<file path="src/rtl/status_bus_master.sv">
// Status register bus master: forwards single-beat JTAG Avalon-MM accesses onto the shared
// status bus, collects slave read returns and keeps local bus-health counters.
module status_bus_master #(
    parameter int unsigned          NUM_SLAVES = 8,
    parameter int unsigned          SEL_WIDTH  = 4,
    parameter logic [SEL_WIDTH-1:0] LOCAL_SEL  = '1,
    parameter int unsigned          TIMEOUT    = 64
) (
    input  logic                       clk_status,
    input  logic                       rst,
    input  logic [29:0]                jtag_address,
    input  logic                       jtag_read,
    input  logic                       jtag_write,
    input  logic [31:0]                jtag_writedata,
    output logic                       jtag_waitrequest,
    output logic [31:0]                jtag_readdata,
    output logic                       jtag_readdatavalid,
    output logic [29:0]                status_addr,
    output logic                       status_read,
    output logic                       status_write,
    output logic [31:0]                status_writedata,
    input  logic [32*NUM_SLAVES-1:0]   status_readdata,
    input  logic [NUM_SLAVES-1:0]      status_readdata_valid
);

    localparam int unsigned    TW         = (TIMEOUT > 2) ? $clog2(TIMEOUT) : 1;
    localparam logic [TW-1:0]  TIMER_LAST = TW'(TIMEOUT - 1);
    localparam logic [31:0]    ERR_DATA   = 32'hDEAD_BEEF;

    typedef enum logic [2:0] {
        StIdle,
        StWr,
        StRdWait,
        StRdLocal,
        StResp
    } state_t;

    state_t        state;
    logic [TW-1:0] timer;
    logic [3:0]    local_off;
    logic [31:0]   read_cnt;
    logic [31:0]   timeout_cnt;
    logic [31:0]   multi_cnt;
    logic [31:0]   stray_cnt;

    logic          any_valid;
    logic          multi_valid;
    logic          stray;
    logic          is_local;
    logic          is_clear;
    logic          accept_rd;
    logic          accept_wr;
    logic [31:0]   first_data;
    logic [31:0]   local_data;

    function automatic logic [31:0] sat_inc(input logic [31:0] v);
        return (v == 32'hFFFF_FFFF) ? v : v + 32'd1;
    endfunction

    // Scanning downwards leaves the lowest-index valid slave's data in place.
    always_comb begin
        first_data = '0;
        for (int i = int'(NUM_SLAVES) - 1; i >= 0; i--) begin
            if (status_readdata_valid[i]) begin
                first_data = status_readdata[32*i +: 32];
            end
        end
    end

    always_comb begin
        local_data = ERR_DATA;
        case (local_off)
            4'd0:    local_data = read_cnt;
            4'd1:    local_data = timeout_cnt;
            4'd2:    local_data = multi_cnt;
            4'd3:    local_data = stray_cnt;
            default: local_data = ERR_DATA;
        endcase
    end

    assign any_valid   = |status_readdata_valid;
    assign multi_valid = |(status_readdata_valid & (status_readdata_valid - NUM_SLAVES'(1)));
    assign stray       = any_valid && (state != StRdWait);
    assign is_local    = (jtag_address[29 -: SEL_WIDTH] == LOCAL_SEL);
    assign is_clear    = is_local && (jtag_address[3:0] == 4'hF);
    // Read has priority; a simultaneous write stays presented under waitrequest.
    assign accept_rd   = (state == StIdle) && !jtag_waitrequest && jtag_read;
    assign accept_wr   = (state == StIdle) && !jtag_waitrequest && !jtag_read && jtag_write;

    always_ff @(posedge clk_status) begin
        if (rst) begin
            state              <= StIdle;
            timer              <= '0;
            local_off          <= '0;
            jtag_waitrequest   <= 1'b1;
            jtag_readdata      <= '0;
            jtag_readdatavalid <= 1'b0;
            status_addr        <= '0;
            status_read        <= 1'b0;
            status_write       <= 1'b0;
            status_writedata   <= '0;
            read_cnt           <= '0;
            timeout_cnt        <= '0;
            multi_cnt          <= '0;
            stray_cnt          <= '0;
        end else begin
            status_read        <= 1'b0;
            status_write       <= 1'b0;
            jtag_readdatavalid <= 1'b0;

            if (stray) begin
                stray_cnt <= sat_inc(stray_cnt);
            end

            case (state)
                StIdle: begin
                    if (accept_rd) begin
                        jtag_waitrequest <= 1'b1;
                        if (is_local) begin
                            local_off <= jtag_address[3:0];
                            state     <= StRdLocal;
                        end else begin
                            status_addr <= jtag_address;
                            status_read <= 1'b1;
                            timer       <= '0;
                            state       <= StRdWait;
                        end
                    end else if (accept_wr) begin
                        jtag_waitrequest <= 1'b1;
                        status_addr      <= jtag_address;
                        status_writedata <= jtag_writedata;
                        status_write     <= 1'b1;
                        state            <= StWr;
                        // Clear overrides any stray increment in the same cycle.
                        if (is_clear) begin
                            read_cnt    <= '0;
                            timeout_cnt <= '0;
                            multi_cnt   <= '0;
                            stray_cnt   <= '0;
                        end
                    end else begin
                        jtag_waitrequest <= 1'b0;
                    end
                end

                StWr: begin
                    jtag_waitrequest <= 1'b0;
                    state            <= StIdle;
                end

                StRdWait: begin
                    if (any_valid) begin
                        jtag_readdata      <= first_data;
                        jtag_readdatavalid <= 1'b1;
                        read_cnt           <= sat_inc(read_cnt);
                        if (multi_valid) begin
                            multi_cnt <= sat_inc(multi_cnt);
                        end
                        state <= StResp;
                    end else if (timer == TIMER_LAST) begin
                        jtag_readdata      <= ERR_DATA;
                        jtag_readdatavalid <= 1'b1;
                        timeout_cnt        <= sat_inc(timeout_cnt);
                        state              <= StResp;
                    end else begin
                        timer <= timer + TW'(1);
                    end
                end

                StRdLocal: begin
                    jtag_readdata      <= local_data;
                    jtag_readdatavalid <= 1'b1;
                    state              <= StResp;
                end

                StResp: begin
                    jtag_waitrequest <= 1'b0;
                    state            <= StIdle;
                end

                default: begin
                    jtag_waitrequest <= 1'b1;
                    state            <= StIdle;
                end
            endcase
        end
    end

endmodule

</file>
<file path="config.mk">
export PLATFORM = sky130hd
export DESIGN_NAME = status_bus_master
export DESIGN_NICKNAME = d
export VERILOG_FILES = /design/src/rtl/status_bus_master.sv
export SDC_FILE = /design/constraint.sdc
export NUM_CORES = 1
export LEC_CHECK = 0
export CORE_AREA = 2 2 168 170
export CTS_BUF_LIST = sky130_fd_sc_hd__clkbuf_16
export CTS_CLUSTER_DIAMETER = 80
export CTS_CLUSTER_SIZE = 24
export DETAILED_ROUTE_END_ITERATION = 8
export DIE_AREA = 0 0 170 172
export PLACE_DENSITY_LB_ADDON = 0.08
export RECOVER_POWER = 25
export SYNTH_ARGS = -nofsm -noshare
export SYNTH_HDL_FRONTEND = slang
export SYNTH_SLANG_ARGS = --single-unit
</file>
<file path="constraint.sdc">
create_clock -name clk_status -period 6.29 [get_ports clk_status]
set_clock_uncertainty 0.05 [all_clocks]
set_input_delay 1.258 -clock clk_status [delete_from_list [all_inputs] [get_ports clk_status]]
set_output_delay 1.258 -clock clk_status [all_outputs]
set_load 0.01 [all_outputs]
</file>
==> metrics.md, run 1 <==
| Metric | Value |
|---|---|
| Result of the run | complete, no violations |
| Category of the worst setup path capture point | register |
| Biggest area consumer among synthesized cells | dfxtp_1 |
| Core region area | 27500 µm² |
| Port-buffer cells | 427 |
| Leakage Power | 6.12 nW |
| Cells after Synth | 1668 |
| Start point of the critical path | status_readdata_valid[2] |
| Remaining routing DRC violations | 0 |
| CTS H-tree lvls | 1 |
| Setup slack at placement | 1.31 ns |
| Starting utilization of the core area | 47.5% |
| F_max | 0.216 GHz |
| IR Drop Worst-Case VDD | 0.153 mV |
| Most common cell type on the critical path | or3_1 |
| Sequential share of the synthesized area | 36.6% |
| Final wirelength | 52400 µm |
| Number of global-route vias before repair | 13014 |
| Largest net degree at the start of global routing | 122 |
| Height of the die | 172 µm |
| Final instance area | 17900 µm² |
| Wire length of the first global-routing pass | 76000 µm |
| Number of distinct library cells after synthesis | 69 |
| Buffers from clock root to sink, at most | 3 |
| Actual slew at the worst max-slew pin | 1.20 ns |
| Warnings from Yosys | 0 |
| Unrepaired setup endpoints after global routing | false |
| Setup Viol. Count Final | 0 |
| Initial DRC count | 1527 |
| Portion of the clock cycle consumed by the worst path in the final layout | 73.5% |
| Average instance area after synthesis | 7.83 µm² |
| Commonest register cell after synthesis | dfxtp_1 |
| Worst hold-check path type | reg2reg |
| Post-synthesis sequential element count | 239 |
| Post-DP Area | 17400 µm² |
| Clock transition at the register clock pins on the worst setup and hold paths after CTS | 0.09 ns |
| Number of buffers added by the clock tree synthesis step | 14 |
| Layout-stage area growth over the synthesis result | 37.0% |
| Headroom to the max-slew limit | 19.9% |
| Count leader, synth | dfxtp_1 |
| CTS tree | built |
| R2r startpoint | state[0] |
| Number of cell rows | 61 |
| Nature of the critical path startpoint | primary input |
| Max capacitance violation total | 0 |
| Weighted congestion at the end of routability-driven global placement | 0.948 |
| Final worst hold slack | 0.402 ns |
| Post-CTS Setup Repair Bufs | 0 |
| Number of nets in the synthesized netlist | 2003 |
| Final Max Tran Viols | 0 |
| DRT Pass-1 Iters | 7 |
| Cell total after placement | 2333 |
| Worst setup path class | in2reg |
| Dpl hpwl | 40300 µm |
| Non-filler instance count after layout | 2357 |
| Critical path, cell by cell | clkdlybuf4s50_1 -> or3_1 -> buf_4 -> or3_1 -> o31a_1 -> nor2_2 -> a32o_1 |
| Share of async-settable or async-resettable flops after synthesis | 0% |
| Count of flip-flops with a built-in enable after synthesis | 0 |
| Number of top-level pins | 428 |
| Proportion of layout cells with a drive suffix above 1 | 3.43% |
| Post-route setup slack | 1.67 ns |
| Number of resized instances in the post-cts repair step | 0 |
| Total Nets Final | 2338 |
| Min-Delay Startpoint | status_addr[9] |
| Clock Latency Late Sink | 0.50 ns |
| Root buf cell | clkbuf_16 |
| Syn Std Cell Area | 13100 µm² |
| Count of vias placed by the detailed router | 14710 |
| Highest net fanout along the worst path | 28 |
| Total congestion overflow after global routing | 0 |
| Crit-path slowest cell | nor2_2 |
| Final min period | 4.62 ns |
| Via density per instance | 6.24 |
| Worst endpoint data arrival time | 4.99 ns |
| Share of Yosys cell area claimed by the top area cell type | 36.6% |
| Total die area | 29200 µm² |
| Synth top area cells | dfxtp_1, a21oi_1, nand2_1, nor2_1, a221o_1 |
| Die outline width | 170 µm |
| Total routing resource utilization after global routing | 33.8% |
| Count of filler cells inserted in the layout | 2428 |
| Setup TNS | 0 ns |
| CTS Sinks | 239 |
| Post-Route Utilization | 65.1% |
| Power density relative to cell area | 179 nW/µm² |
| Synth cell count leaders | dfxtp_1, nand2_1, a21oi_1 |
| Hold buffers post-CTS | 0 |
| Count of final hold-check violations | 0 |
| Data required time at the worst endpoint | 6.66 ns |
| Biggest cell delay along the critical path | 0.85 ns |
| WL/cell | 22.2 µm |
| Post-layout power | 3.20 mW |
| Number of antenna violations at the first check in global routing | 0 |
| Post-detailed-route count of antenna-violating nets | 0 |
cells in the final DEF, fill, tap and decap left out, types with 4 or more instances in the layout:
cell	n
a222oi_1	24
xor2_1	29
a31oi_1	4
o31ai_1	10
dfxtp_1	239
nor4_1	26
buf_4	22
nor2b_1	35
ha_1	5
or2_2	4
o22ai_1	9
nand2_1	234
nand3_1	53
o311ai_0	24
xnor2_1	49
inv_1	46
nor3_1	24
dlygate4sd3_1	58
clkdlybuf4s50_1	365
o32a_1	8
a32o_1	24
mux2i_1	6
a221o_1	48
and3_1	25
nand4_1	48
or3_1	50
clkbuf_16	15
and4_1	10
or4_1	5
a21oi_1	184
a211oi_1	9
nor2_1	130
a22o_1	8
o21ai_0	66
and2_1	9
a221oi_1	40
cell type report:
class | instances | area, µm² | share of cell area, %
Multi-Input combinational cell | 1255 | 7600 | 42.5
Sequential cell | 239 | 4780 | 26.7
Timing Repair Buffer | 449 | 4430 | 24.8
Tap cell | 346 | 433 | 2.42
Clock buffer | 15 | 375 | 2.10
Inverter | 44 | 165 | 0.923
Clock inverter | 8 | 90.1 | 0.504
Antenna cell | 1 | 2.50 | 0.0140
sequential cells by signal (all words and copies together), names as in the netlist, 4 cells and up:
register / cells
local_off: 4
stray_cnt: 32
timer: 6
status_addr: 30
read_cnt: 32
status_writedata: 32
timeout_cnt: 32
multi_cnt: 32
jtag_readdata: 32
per-layer routing:
layer	vias to the layer above	global-route usage (%)	share of wire, %
li1	6837	-	-
met1	7097	44.7	40
met2	700	56.8	48
met3	76	6.59	9.3
met4	0	8.62	2.6
met5	-	0	0
path summary, 6_finish.rpt:
check | end | slack, ns | depth (start not counted)
hold reg to reg | status_addr[9] | 0.40 | 2
setup / recovery | jtag_readdata[15] | 1.67 | 7
hold / removal | status_addr[9] | 0.40 | 2
setup reg to reg | status_addr[29] | 3.10 | 6
critical path, delay by kind of cell:
kind / cells / cell delay (ns)
simple gates: 3 / 1.85
compound gates: 2 / 0.78
buf+inv: 2 / 1.06
kinds of logic after synthesis:
group,count (synthesis),synth area share [%]
AO/OA/AOI/OAI,482,25.7
multiplexers,6,0.460
XOR/XNOR,78,5.23
adder cells (fa/ha/maj),7,0.632
flip-flops,239,36.6
buffers and inverters,174,5.41
AND/OR/NAND/NOR,682,25.9
report_power, final:
group / leakage, nW / total (mW) / internal, mW / switching (mW)
Combinational: 3.95 / 0.580 / 0.315 / 0.265
Sequential: 1.93 / 1.57 / 1.55 / 0.0236
Clock: 0.235 / 1.05 / 0.521 / 0.528
Total: 6.12 / 3.20 / 2.38 / 0.816
(Power assumes the default switching activity.)
==> run 2, diff against run 1 <==
--- a/config.mk
+++ b/config.mk
@@ -5,12 +5,12 @@
 export SDC_FILE = /design/constraint.sdc
 export NUM_CORES = 1
 export LEC_CHECK = 0
-export CORE_AREA = 2 2 168 170
+export CORE_MARGIN = 2
+export CORE_UTILIZATION = 47
 export CTS_BUF_LIST = sky130_fd_sc_hd__clkbuf_16
 export CTS_CLUSTER_DIAMETER = 80
 export CTS_CLUSTER_SIZE = 24
 export DETAILED_ROUTE_END_ITERATION = 8
-export DIE_AREA = 0 0 170 172
 export PLACE_DENSITY_LB_ADDON = 0.08
 export RECOVER_POWER = 25
 export SYNTH_ARGS = -nofsm -noshare
==> constraint.sdc (replaced) <==
create_clock -name clk_status -period 4.5 [get_ports clk_status]
set_clock_uncertainty 0.05 [all_clocks]
set_input_delay 0.9 -clock clk_status [delete_from_list [all_inputs] [get_ports clk_status]]
set_output_delay 0.9 -clock clk_status [all_outputs]
set_load 0.01 [all_outputs]
==> run 2 against run 1 <==
  * The flow now finishes with violations (max-capacitance violations, max-slew violations)
  * Via count is 0.24% lower
  * Largest power group unchanged
  * Largest cell class unchanged
  * Sequential cell count did not move
  * Clock power increased by 29%
  * Worst hold slack barely moved
  * Worst setup slack worse by 0.91 ns
  * Total power up 36%
  * First-iteration DRC count down 6.4%
  * Critical path depth is the same
==> metrics.md, run 2 (synthesized netlist as in run 1, its figures left out) <==
| Metric | Value |
|---|---|
| Result of the run | finished with violations |
| Violations in the final reports | max-capacitance violations, max-slew violations |
| Total Nets Final | 2346 (+0.34%) |
| Number of top-level pins | 428 (unchanged) |
| Post-layout power | 4.37 mW (+36%) |
| DRT Pass-1 Iters | 8 (+1) |
| Biggest cell delay along the critical path | 1.51 ns (+0.66 ns) |
| Number of cell rows | 61 (unchanged) |
| Capture endpoint of the worst hold path | status_addr[4] |
| Setup TNS | 0 ns (unchanged) |
| Highest net fanout along the worst path | 35 (+25%) |
| Setup Viol. Count Final | 0 (unchanged) |
| Starting utilization of the core area | 47.4% (-0.13 points) |
| R2r startpoint | state[0] |
| CTS tree | built |
| Worst hold path cell count | 2 (unchanged) |
| Largest net degree at the start of global routing | 68 (-44%) |
| Critical path, cell by cell | dlygate4sd3_1 -> nand2_1 -> or2_0 -> and2_1 -> buf_4 -> nand2_1 -> a21oi_1 |
| Total routing resource utilization after global routing | 34.3% (+0.46 points) |
| Count of filler cells inserted in the layout | 2464 (+1.5%) |
| Headroom to the max-slew limit | -34.4% (-54 points) |
| Endpoint of the worst register-to-register path | status_addr[25] |
| Count of final hold-check violations | 0 (unchanged) |
| Clock transition at the register clock pins on the worst setup and hold paths after CTS | 0.10 ns (about the same) |
| Number of buffers added by the clock tree synthesis step | 14 (unchanged) |
| Hold buffers post-CTS | 0 (unchanged) |
| Weighted congestion at the end of routability-driven global placement | 0.972 (+2.5%) |
| Actual slew at the worst max-slew pin | 2.02 ns (+0.821 ns) |
| Worst setup path class | in2reg |
| Start point of the critical path | jtag_write |
| Total congestion overflow after global routing | 0 (unchanged) |
| Port-buffer cells | 427 (unchanged) |
| Clock Latency Late Sink | 0.49 ns (about the same) |
| Count of vias placed by the detailed router | 14675 (-0.24%) |
| Min-Delay Startpoint | status_addr[4] |
| Proportion of total power due to net switching | 26.3% (+0.74 points) |
| Max capacitance violation total | 1 (+1) |
| IR Drop Worst-Case VDD | 0.219 mV (+43%) |
| Most common cell type on the critical path | nand2_1 |
| Post-CTS Setup Repair Bufs | 0 (unchanged) |
| Flop-to-flop setup slack | 1.04 ns (-2.06 ns) |
| Final instance area | 17900 µm² (+0.28%) |
| Setup slack at placement | 0.617 ns (-0.694 ns) |
| Crit-path slowest cell | or2_0 |
| Number of global-route vias before repair | 13538 (+4.0%) |
| Worst endpoint data arrival time | 4.12 ns (-0.87 ns) |
| Final wirelength | 52500 µm (+0.25%) |
| Final Max Tran Viols | 36 (+36) |
| Die outline width | 171 µm (+0.40%) |
| Via density per instance | 6.12 (-1.9%) |
| R2R cell count | 7 (+1) |
| Initial DRC count | 1429 (-6.4%) |
| CTS Sinks | 239 (unchanged) |
| Total die area | 29100 µm² (-0.36%) |
| Post-DP Area | 17500 µm² (+0.56%) |
| Dpl hpwl | 40200 µm (-0.21%) |
| Final worst hold slack | 0.402 ns (+0.000224 ns) |
| Final min period | 3.74 ns |
| Worst hold-check path type | reg2reg |
| CTS H-tree lvls | 1 (unchanged) |
| Power density relative to cell area | 243 nW/µm² (+36%) |
| Switching power | 1.15 mW (+40%) |
| Nature of the critical path startpoint | primary input |
| Root buf cell | clkbuf_16 |
| Unrepaired setup endpoints after global routing | false |
| Layout-stage area growth over the synthesis result | 37.4% |
| Height of the die | 171 µm (-0.76%) |
| F_max | 0.267 GHz |
| Buffers from clock root to sink, at most | 3 (unchanged) |
| Commonest non-fill, non-tap cell in the layout | clkdlybuf4s50_1 |
| Number of resized instances in the post-cts repair step | 0 (unchanged) |
| Clock power frac | 31.0% (-1.8 points) |
| Data required time at the worst endpoint | 4.87 ns (-1.79 ns) |
| Portion of the clock cycle consumed by the worst path in the final layout | 83.2% |
| Post-route setup slack | 0.755 ns (-0.914 ns) |
| Remaining routing DRC violations | 0 (unchanged) |
| Post-detailed-route count of antenna-violating nets | 0 (unchanged) |
| Category of the worst setup path capture point | register |
| Number of antenna violations at the first check in global routing | 4 (+4) |
| Wire length of the first global-routing pass | 77600 µm (+2.2%) |
| Internal Power | 3.22 mW (+35%) |
| Core region area | 27600 µm² (+0.28%) |
| Proportion of layout cells with a drive suffix above 1 | 3.82% (+0.38 points) |
| Relative contribution of sequential cells to total power | 50.2% (+1.1 points) |
| Part of the power in combinational logic | 18.8% (+0.7 points) |
| Leakage Power | 6.16 nW (+0.73%) |
| Most frequent cells in the layout | clkdlybuf4s50_1, dfxtp_1, nand2_1 |
| WL/cell | 21.9 µm (-1.4%) |
[run 2: through the flow]
step                utilization (%)  std cells
floorplan                         -       1668
global placement               63.6       2373
detailed placement             63.6       2373
CTS                            65.1       2395
global route                   65.1       2395
finish                         65.1       2396
[run 2: final cells by class]
class / count / area, µm² / share of cell area [%]
multi-input cells: 1255 / 7600 / 42.4
flip-flops and latches: 239 / 4780 / 26.7
repair buffers: 457 / 4490 / 25.0
well taps: 378 / 473 / 2.64
clock buffers: 15 / 375 / 2.09
inverters: 44 / 165 / 0.921
clock inverters: 7 / 42.5 / 0.237
diodes: 1 / 2.50 / 0.0139
[run 2: layer usage]
metal  vias to the layer above  wire [µm]  GRT usage [%]
met4                         4       3340           18.4
met3                       142       4460           8.47
met1                      6993      19700           40.7
met5                         -         24              0
li1                       6866          -              -
met2                       670      25000           57.0
[run 2: worst max-delay path: cells and delay by family]
kind,cells,cell delay [ns]
AO/OA/AOI/OAI,1,0.14
buffers and inverters,2,0.89
AND/OR/NAND/NOR,4,2.15
[run 2: power by group through the flow]
stage	combinational [mW]	clock, mW	sequential [mW]
after floorplan	0.303	0	2.26
after global placement	0.813	0	2.24
after detailed placement	0.823	0	2.24
after CTS	0.827	1.38	2.19
after global routing	0.874	1.46	2.20
final	0.820	1.35	2.19
[run 2: worst max path at each step]
| stage | to | slack, ns | cells after the start |
|---|---|---|---|
| floorplan | jtag_readdata[10] | 1.42 | 10 |
| global placement | multi_cnt[14] | 0.66 | 8 |
| detailed placement | read_cnt[12] | 0.62 | 8 |
| CTS | read_cnt[12] | 1.13 | 8 |
| global route | status_addr[10] | 0.56 | 7 |
| finish | status_addr[25] | 0.76 | 7 |
